**src/rtl/branch_pred_unit_if.sv**
```systemverilog
// branch_pred_unit_if: fetch/execute/redirect signal bundle of the branch prediction unit.
// master = pipeline side, slave = branch_pred_unit.
interface branch_pred_unit_if #(
   parameter int PC_WIDTH = 32
);
   logic                if_valid;
   logic [PC_WIDTH-1:0] if_pc;
   logic                if_is_branch;
   logic                pred_taken;
   logic                jal_id;
   logic                ex_valid;
   logic [PC_WIDTH-1:0] ex_pc;
   logic [2:0]          ex_funct3;
   logic                ex_is_branch;
   logic                ex_is_jalr;
   logic                ex_pred_taken;
   logic                BrEq;
   logic                BrLt;
   logic [2:0]          PCSel;
   logic                flush;
   logic [31:0]         perf_branches;
   logic [31:0]         perf_mispredicts;

   modport master (
      output if_valid, if_pc, if_is_branch, jal_id, ex_valid, ex_pc, ex_funct3,
             ex_is_branch, ex_is_jalr, ex_pred_taken, BrEq, BrLt,
      input  pred_taken, PCSel, flush, perf_branches, perf_mispredicts
   );

   modport slave (
      input  if_valid, if_pc, if_is_branch, jal_id, ex_valid, ex_pc, ex_funct3,
             ex_is_branch, ex_is_jalr, ex_pred_taken, BrEq, BrLt,
      output pred_taken, PCSel, flush, perf_branches, perf_mispredicts
   );
endinterface

```
**src/rtl/branch_pred_unit.sv**
```systemverilog
// branch_pred_unit: direct-mapped 2-bit counter predictor with next-PC select and mispredict flush.
// Define BP_PERF_CNT_EN to build the resolved-branch / mispredict counters.
module branch_pred_unit #(
   parameter int         PC_WIDTH = 32,
   parameter int         ENTRIES  = 64,
   parameter logic [1:0] CTR_INIT = 2'b01
) (
   input logic          clk,
   input logic          rst_n,
   branch_pred_unit_if.slave bp
);
   localparam int IW = $clog2(ENTRIES);

   logic [1:0]    table_q [ENTRIES];
   logic [1:0]    table_d [ENTRIES];
   logic [IW-1:0] rd_idx;
   logic [IW-1:0] wr_idx;
   logic [1:0]    cur;
   logic          legal;
   logic          taken;
   logic          resolve;
   logic          mispred;
   logic          pred;
   logic [2:0]    pc_sel;
   logic          unused_pc;

   assign unused_pc = ^{bp.if_pc, bp.ex_pc};

   always_comb begin
      rd_idx  = bp.if_pc[IW+1:2];
      wr_idx  = bp.ex_pc[IW+1:2];
      legal   = bp.ex_funct3[2:1] != 2'b01;
      // funct3[0] inverts the sense: BEQ/BNE on BrEq, BLT(U)/BGE(U) on BrLt
      taken   = bp.ex_funct3[2] ? bp.BrLt ^ bp.ex_funct3[0]
                                : ~bp.ex_funct3[1] & (bp.BrEq ^ bp.ex_funct3[0]);
      resolve = bp.ex_valid & bp.ex_is_branch & legal;
      mispred = resolve & (taken != bp.ex_pred_taken);
      pred    = bp.if_valid & bp.if_is_branch & table_q[rd_idx][1];
      pc_sel  = ((mispred & taken) | (bp.ex_valid & bp.ex_is_jalr)) ? 3'd2 :
                mispred   ? 3'd3 :
                bp.jal_id ? 3'd1 :
                pred      ? 3'd4 : 3'd0;
      bp.pred_taken = pred;
      bp.PCSel      = pc_sel;
      bp.flush      = pc_sel == 3'd2 || pc_sel == 3'd3;
      cur     = table_q[wr_idx];
      table_d = table_q;
      if (resolve)
         table_d[wr_idx] = taken ? (cur == 2'b11 ? cur : cur + 2'd1)
                                 : (cur == 2'b00 ? cur : cur - 2'd1);
   end

   always_ff @(posedge clk) begin
      if (!rst_n)
         for (int i = 0; i < ENTRIES; i++) table_q[i] <= CTR_INIT;
      else
         table_q <= table_d;
   end

`ifdef BP_PERF_CNT_EN
   logic [31:0] perf_branches_q, perf_branches_d;
   logic [31:0] perf_mispredicts_q, perf_mispredicts_d;

   always_comb begin
      perf_branches_d     = perf_branches_q + {31'd0, resolve};
      perf_mispredicts_d  = perf_mispredicts_q + {31'd0, mispred};
      bp.perf_branches    = perf_branches_q;
      bp.perf_mispredicts = perf_mispredicts_q;
   end

   always_ff @(posedge clk) begin
      if (!rst_n) begin
         perf_branches_q    <= '0;
         perf_mispredicts_q <= '0;
      end else begin
         perf_branches_q    <= perf_branches_d;
         perf_mispredicts_q <= perf_mispredicts_d;
      end
   end
`else
   always_comb begin
      bp.perf_branches    = '0;
      bp.perf_mispredicts = '0;
   end
`endif
endmodule

```
**src/flat_wrapper.sv**
```systemverilog
// flat-port wrapper written by rule: the top's interface ports become plain ports
module branch_pred_unit_flat 
#(
   parameter int         PC_WIDTH = 32,
   parameter int         ENTRIES  = 64,
   parameter logic [1:0] CTR_INIT = 2'b01
)
  (clk, rst_n, bp_if_valid, bp_if_pc, bp_if_is_branch, bp_jal_id, bp_ex_valid, bp_ex_pc, bp_ex_funct3, bp_ex_is_branch, bp_ex_is_jalr, bp_ex_pred_taken, bp_BrEq, bp_BrLt, bp_pred_taken, bp_PCSel, bp_flush, bp_perf_branches, bp_perf_mispredicts);
  branch_pred_unit_if #(.PC_WIDTH(PC_WIDTH)) bp_i ();
  input logic clk;
  input logic rst_n;
  input wire logic [$bits(bp_i.if_valid)-1:0] bp_if_valid;
  input wire logic [$bits(bp_i.if_pc)-1:0] bp_if_pc;
  input wire logic [$bits(bp_i.if_is_branch)-1:0] bp_if_is_branch;
  input wire logic [$bits(bp_i.jal_id)-1:0] bp_jal_id;
  input wire logic [$bits(bp_i.ex_valid)-1:0] bp_ex_valid;
  input wire logic [$bits(bp_i.ex_pc)-1:0] bp_ex_pc;
  input wire logic [$bits(bp_i.ex_funct3)-1:0] bp_ex_funct3;
  input wire logic [$bits(bp_i.ex_is_branch)-1:0] bp_ex_is_branch;
  input wire logic [$bits(bp_i.ex_is_jalr)-1:0] bp_ex_is_jalr;
  input wire logic [$bits(bp_i.ex_pred_taken)-1:0] bp_ex_pred_taken;
  input wire logic [$bits(bp_i.BrEq)-1:0] bp_BrEq;
  input wire logic [$bits(bp_i.BrLt)-1:0] bp_BrLt;
  output wire logic [$bits(bp_i.pred_taken)-1:0] bp_pred_taken;
  output wire logic [$bits(bp_i.PCSel)-1:0] bp_PCSel;
  output wire logic [$bits(bp_i.flush)-1:0] bp_flush;
  output wire logic [$bits(bp_i.perf_branches)-1:0] bp_perf_branches;
  output wire logic [$bits(bp_i.perf_mispredicts)-1:0] bp_perf_mispredicts;
  assign bp_i.if_valid = bp_if_valid;
  assign bp_i.if_pc = bp_if_pc;
  assign bp_i.if_is_branch = bp_if_is_branch;
  assign bp_i.jal_id = bp_jal_id;
  assign bp_i.ex_valid = bp_ex_valid;
  assign bp_i.ex_pc = bp_ex_pc;
  assign bp_i.ex_funct3 = bp_ex_funct3;
  assign bp_i.ex_is_branch = bp_ex_is_branch;
  assign bp_i.ex_is_jalr = bp_ex_is_jalr;
  assign bp_i.ex_pred_taken = bp_ex_pred_taken;
  assign bp_i.BrEq = bp_BrEq;
  assign bp_i.BrLt = bp_BrLt;
  assign bp_pred_taken = bp_i.pred_taken;
  assign bp_PCSel = bp_i.PCSel;
  assign bp_flush = bp_i.flush;
  assign bp_perf_branches = bp_i.perf_branches;
  assign bp_perf_mispredicts = bp_i.perf_mispredicts;
  branch_pred_unit #(.PC_WIDTH(PC_WIDTH), .ENTRIES(ENTRIES), .CTR_INIT(CTR_INIT)) u_core (.clk(clk), .rst_n(rst_n), .bp(bp_i));
endmodule
```
**config.mk**
```make
export PLATFORM = sky130hd
export DESIGN_NAME = branch_pred_unit_flat
export DESIGN_NICKNAME = d
export VERILOG_FILES = /design/src/rtl/branch_pred_unit_if.sv /design/src/rtl/branch_pred_unit.sv /design/src/flat_wrapper.sv
export SDC_FILE = /design/constraint.sdc
export NUM_CORES = 1
export LEC_CHECK = 0
export BUFFER_PORTS_ARGS = -buffer_cell sky130_fd_sc_hd__buf_2
export CAP_MARGIN = 5
export CORE_MARGIN = 2
export CORE_UTILIZATION = 61
export CTS_CLUSTER_DIAMETER = 50
export DETAILED_ROUTE_END_ITERATION = 16
export PLACE_DENSITY_LB_ADDON = 0.1
export SYNTH_ARGS = -nofsm -noshare
export SYNTH_HDL_FRONTEND = slang
export SYNTH_SLANG_ARGS = --single-unit
```
**constraint.sdc**
```tcl
create_clock -name clk -period 9.8 [get_ports clk]
set_clock_uncertainty 0.2 [all_clocks]
set_input_delay 2.94 -clock clk [delete_from_list [all_inputs] [get_ports clk]]
set_output_delay 2.94 -clock clk [all_outputs]
set_load 0.005 [all_outputs]
```
[After elaboration in Yosys (flattened, before gate mapping)]
Index checks and enable logic that the tools add are counted.
Word-level totals
  flip-flop bits (word level): 128
  latch bits: 0
  RAM bits: 0
  memory bits (read-only): 0
  input port bits: 78
  output and inout bits: 69
  word-level logic and storage cells: 108
  memories kept: 0
Cells by class
  add/sub/neg operators: 2
  multiply operators: 0
  div/mod/pow operators: 0
  $lt $le $gt $ge: 3
  eq/ne operators: 5
  shift-type cells: 0
  multiplexer cells: 17
  bitwise gates (word level): 14
  reduce and logical (&&, ||, !) cells: 3
Operators by type and width (count)
  $bwmux 128: 1
  $bmux 2 s6: 2
  $mux 2: 8
  $ge 7x7->1 const B: 2
  $not 6->7: 2
  $demux 2 s6: 1
  $mux 3: 4
  $and 1x1->1: 8
  $lt 7x1->1 const B: 1
  $eq 3x2->1 const B: 2
  $add 2x1->2 const B: 1
  $eq 2x2->1 const B: 1
  $logic_not 2->1: 1
  $ne 2x1->1 const B: 1
  $sub 2x1->2 const B: 1
  $xor 1x1->1: 2
  $logic_and 1x1->1: 1
  $logic_or 1x1->1: 1
  $mux 1: 1
  $ne 1x1->1: 1
  $not 1->1: 1
  $or 1x1->1: 1

[Depth between registers and ports, before layout]
  depth in word-level cells: 11
  depth in mapped cells: 12
  gate-level depth less buffers: 7

[Worst setup path before layout]
No wires, ideal clock.
  kind: input to output
  from: input bp_if_pc[2]
  to: output bp_PCSel[2]
  arrival: 5.221 ns
  required time: 6.660 ns
  path slack: 1.439 ns
  cell stages on the path: 7
  path buffers: 2
  cells stage by stage: buf_2 -> buf_2 -> mux4_2 -> mux4_2 -> mux4_2 -> and3_1 -> nor3b_1
Between the ends
  word-level cells in the longest chain between the ends: 9
RTL lines
  start, declared: RTL line flat_wrapper.sv:13  | input wire logic [$bits(bp_i.if_pc)-1:0] bp_if_pc;
  $not 6->7 (implied by the code): RTL line branch_pred_unit.sv:38  | pred = bp.if_valid & bp.if_is_branch & table_q[rd_idx][1];
  $bmux 2 s6: RTL line branch_pred_unit.sv:38
  $mux 2 (implied by the code) (2 in series): RTL line branch_pred_unit.sv:38
  $and 1x1->1: RTL line branch_pred_unit.sv:38
  via bp_pred_taken: RTL line flat_wrapper.sv:24  | output wire logic [$bits(bp_i.pred_taken)-1:0] bp_pred_taken;
  $mux 3: RTL line branch_pred_unit.sv:42  | pred ? 3'd4 : 3'd0;
  $mux 3: RTL line branch_pred_unit.sv:41  | bp.jal_id ? 3'd1 :
  $mux 3: RTL line branch_pred_unit.sv:40  | mispred ? 3'd3 :
  $mux 3: RTL line branch_pred_unit.sv:39  | pc_sel = ((mispred & taken) | (bp.ex_valid & bp.ex_is_jalr)) ? 3'd2 :
  end, declared: RTL line flat_wrapper.sv:25  | output wire logic [$bits(bp_i.PCSel)-1:0] bp_PCSel;
The timed path passes the listed nets, and every way through them passes these cells. The select of a mux whose other input is x is not followed.

[Final worst setup path]
  from: input bp_if_pc[2]
  to: output bp_PCSel[2]
Between the ends
  word-level cells in the longest chain between the ends: 9
RTL lines (RTL line)
  $not 6->7 (implied by the code): branch_pred_unit.sv:38
  $bmux 2 s6: branch_pred_unit.sv:38
  $mux 2 (implied by the code) (2 in series): branch_pred_unit.sv:38
  $and 1x1->1: branch_pred_unit.sv:38
  $mux 3: branch_pred_unit.sv:42
  $mux 3: branch_pred_unit.sv:41
  $mux 3: branch_pred_unit.sv:40
  $mux 3: branch_pred_unit.sv:39
Every way passes these cells. The select of a mux whose other input is x is not followed.

==> results by group <==
Route
  • Antenna viol nets, final: 0
  • DR pass1 iterations: 8
  • Post-DR vias/cell: 6.98
  • Routed len/inst: 23.5 µm
  • Via count: around 7500
  • # DRC: 0
  • First DRT Iteration DRCs: 1182
  • Detailed Route WL: 25.4 mm

Critical path
  • Crit path DAT: 5.59 ns
  • Setup CP Type: input pin to primary output
  • FF-to-FF path depth: 7
  • CP required: between 6 and 7 ns
  • CP Launch Type: input pin
  • Critical Path End Type: primary output
  • Crit-path max FO: 16

Synth
  • Seq/Total Area, Yosys: 32.2%
  • EDFF count, synth: 0
  • Proportion of synthesized area in mux cells: 13.8%
  • Compound-Gate Fraction of Synth Area: 22.4%
  • Largest family of logic cells by synthesized area: compound AO/OA/AOI/OAI gates
  • Synth Area in Adders: 0%
  • Post-synthesis xor/xnor area fraction: 0.110%
  • Async SR Flop Fraction: 0%
  • Yosys cell types: 56
  • Synth Warn #: 0
  • Seq cells post-synth: about 130
  • Simple-Gate Fraction of Synth Area: 20.0%
  • Mapped Area: about 8000 µm²
  • Mean Syn Cell Area: 8.62 µm²
  • Primary FF master, synth: dfxtp_1
  • Synth Instances: 923

Run status
  • Status: finished clean

Floorplan
  • Core Region: 12700 µm²
  • # rows: about 40
  • DIE AREA: 14000 µm²
  • Initial core utilization: approximately 63%
  • Die height: 118 µm
  • I/O Pins: around 150
  • Die W: about 120 µm

Run
  • Max_cap viols: 0

Cells and area
  • Area growth from synthesis to layout: 5.03%
  • Most frequent cells in the layout: 147 x nand2_1, 128 x dfxtp_1, 77 x nor2_1
  • Top reg by flops: u_core.table_q
  • Fillers: 1050
  • Largest registers: u_core.table_q x128
  • Layout cells sized above 1: 14.3%
  • # diodes: 0
  • Largest register FFs: 128
  • Final instance area: 8350 µm²
  • Fin nets: between 900 and 1000
  • Commonest non-fill, non-tap cell in the layout: nand2_1

Place
  • Final GP Congestion: 0.905
  • Dpl hpwl: 15.2 mm
  • Placed cell areas: slightly below 8000 µm²
  • Buffers on Ports: 30

Clocking
  • Reg clk slew, reported paths: 0.06 ns
  • Number of H-tree levels: 4
  • Max clock buf depth: 2
  • CTS tree: yes
  • CTS Buf Count: 17
  • # resized after CTS: 0
  • Post-CTS setup buffers: 0
  • Hold-fix buffers, CTS: 0
  • Worst skew pair latency: ~0.44 ns
  • Clk sinks: around 130
  • CTS Root Cell: clkbuf_16

Timing
  • RSZ-0062 raised after global routing: no
  • Setup_tns: 0 ns
  • Max Freq: 115 MHz
  • Final Hold Viols: 0
  • Max Slew Vio Count: 0
  • Worst slew margin: 17.5%
  • Period utilization: between 80% and 90%
  • Final Setup Violations: 0
  • Worst Max-Slew Pin Slew: 1.24 ns
  • Tmin final: 8.73 ns

Global routing
  • Vias in the first global route: 7165
  • Largest net degree at the start of global routing: between 100 and 150
  • Initial antenna violation count: 0
  • Total GRT Usage: 36.7%
  • First-pass GRT wire length: approximately 40 mm
  • Congestion Overflow GR: 0

Hold path
  • Worst hold path class: flop to flop
  • Cells on Worst Hold Path: 2

Pwr
  • Tot Pwr: 1.30 mW
  • Pleak: 2.77 nW
  • VDD IR max: 136 µV
  • Pwr/cell area: approximately 160 nW/µm²
stage by stage:
step | util, % | cells | hold slack, ns | worst slack, ns
floorplan | - | 986 | 0.320 | 1.44
global placement | 61.5 | 1051 | 0.347 | 1.11
detailed placement | 61.5 | 1051 | 0.354 | 1.08
CTS | 65.9 | 1081 | 0.366 | 1.08
global route | 65.9 | 1081 | 0.398 | 0.990
finish | 65.9 | 1081 | 0.372 | 1.07
synth_stat cells (6+ instances only):
library cell / number / area share (%)
a22oi_1: 7 / 0.66
a31oi_1: 66 / 5.2
buf_2: 24 / 1.5
buf_4: 68 / 6.4
buf_6: 7 / 0.99
clkbuf_1: 44 / 2.1
dfxtp_1: 128 / 32
mux2_2: 6 / 0.85
mux2i_1: 17 / 2.1
mux4_2: 38 / 11
nand2_1: 148 / 7.0
nand2b_1: 7 / 0.55
nor2_1: 77 / 3.6
nor3_1: 7 / 0.44
o21ai_0: 69 / 4.3
o221a_1: 64 / 9.1
or3_1: 69 / 5.4
power by group:
| part | total, mW | internal (mW) | switching (mW) |
|---|---|---|---|
| combinational | 0.149 | 0.0339 | 0.115 |
| sequential | 0.523 | 0.522 | 0.00113 |
| clock | 0.627 | 0.389 | 0.238 |
| total | 1.30 | 0.945 | 0.355 |
critical path: stages:
cell and delay (ns):
buf_2 0.52, mux4_2 0.60, mux4_2 0.53, mux4_2 0.50, and3_1 0.21, nor3b_1 0.14, buf_2 0.14
path summary, 6_finish.rpt:
| path | from | end | slack (ns) |
|---|---|---|---|
| setup / recovery | bp_if_pc[2] | bp_PCSel[2] | 1.07 |
| hold / removal | u_core.table_q[15] | u_core.table_q[15] | 0.37 |
| setup reg to reg | u_core.table_q[88] | u_core.table_q[96] | 6.13 |
| hold reg to reg | u_core.table_q[15] | u_core.table_q[15] | 0.37 |
kinds of logic after synthesis:
logic type      Yosys count
compound gates          238
xor+xnor                  1
buf+inv                 154
flops                   128
mux                      61
other cells               1
simple gates            340
per-layer routing:
| metal | share of wire (%) | GRT usage (%) | wire [µm] | vias to the layer above |
|---|---|---|---|---|
| li1 | - | - | - | 3258 |
| met1 | 39 | 49.2 | 9830 | 3611 |
| met2 | 43 | 54.0 | 11000 | 571 |
| met3 | 13 | 10.4 | 3320 | 103 |
| met4 | 4.9 | 18.8 | 1250 | 0 |
| met5 | 0 | 0 | 0 | - |
cell type report:
| class | instances | area [µm²] | share of cell area, % |
|---|---|---|---|
| clock inverters | 7 | 85.1 | 1.02 |
| repair buffers | 41 | 235 | 2.82 |
| clock buffers | 23 | 478 | 5.72 |
| well taps | 172 | 215 | 2.58 |
| inverters | 6 | 22.5 | 0.270 |
| multi-input cells | 704 | 4750 | 56.9 |
| flip-flops and latches | 128 | 2560 | 30.7 |
(Power assumes the default switching activity.)
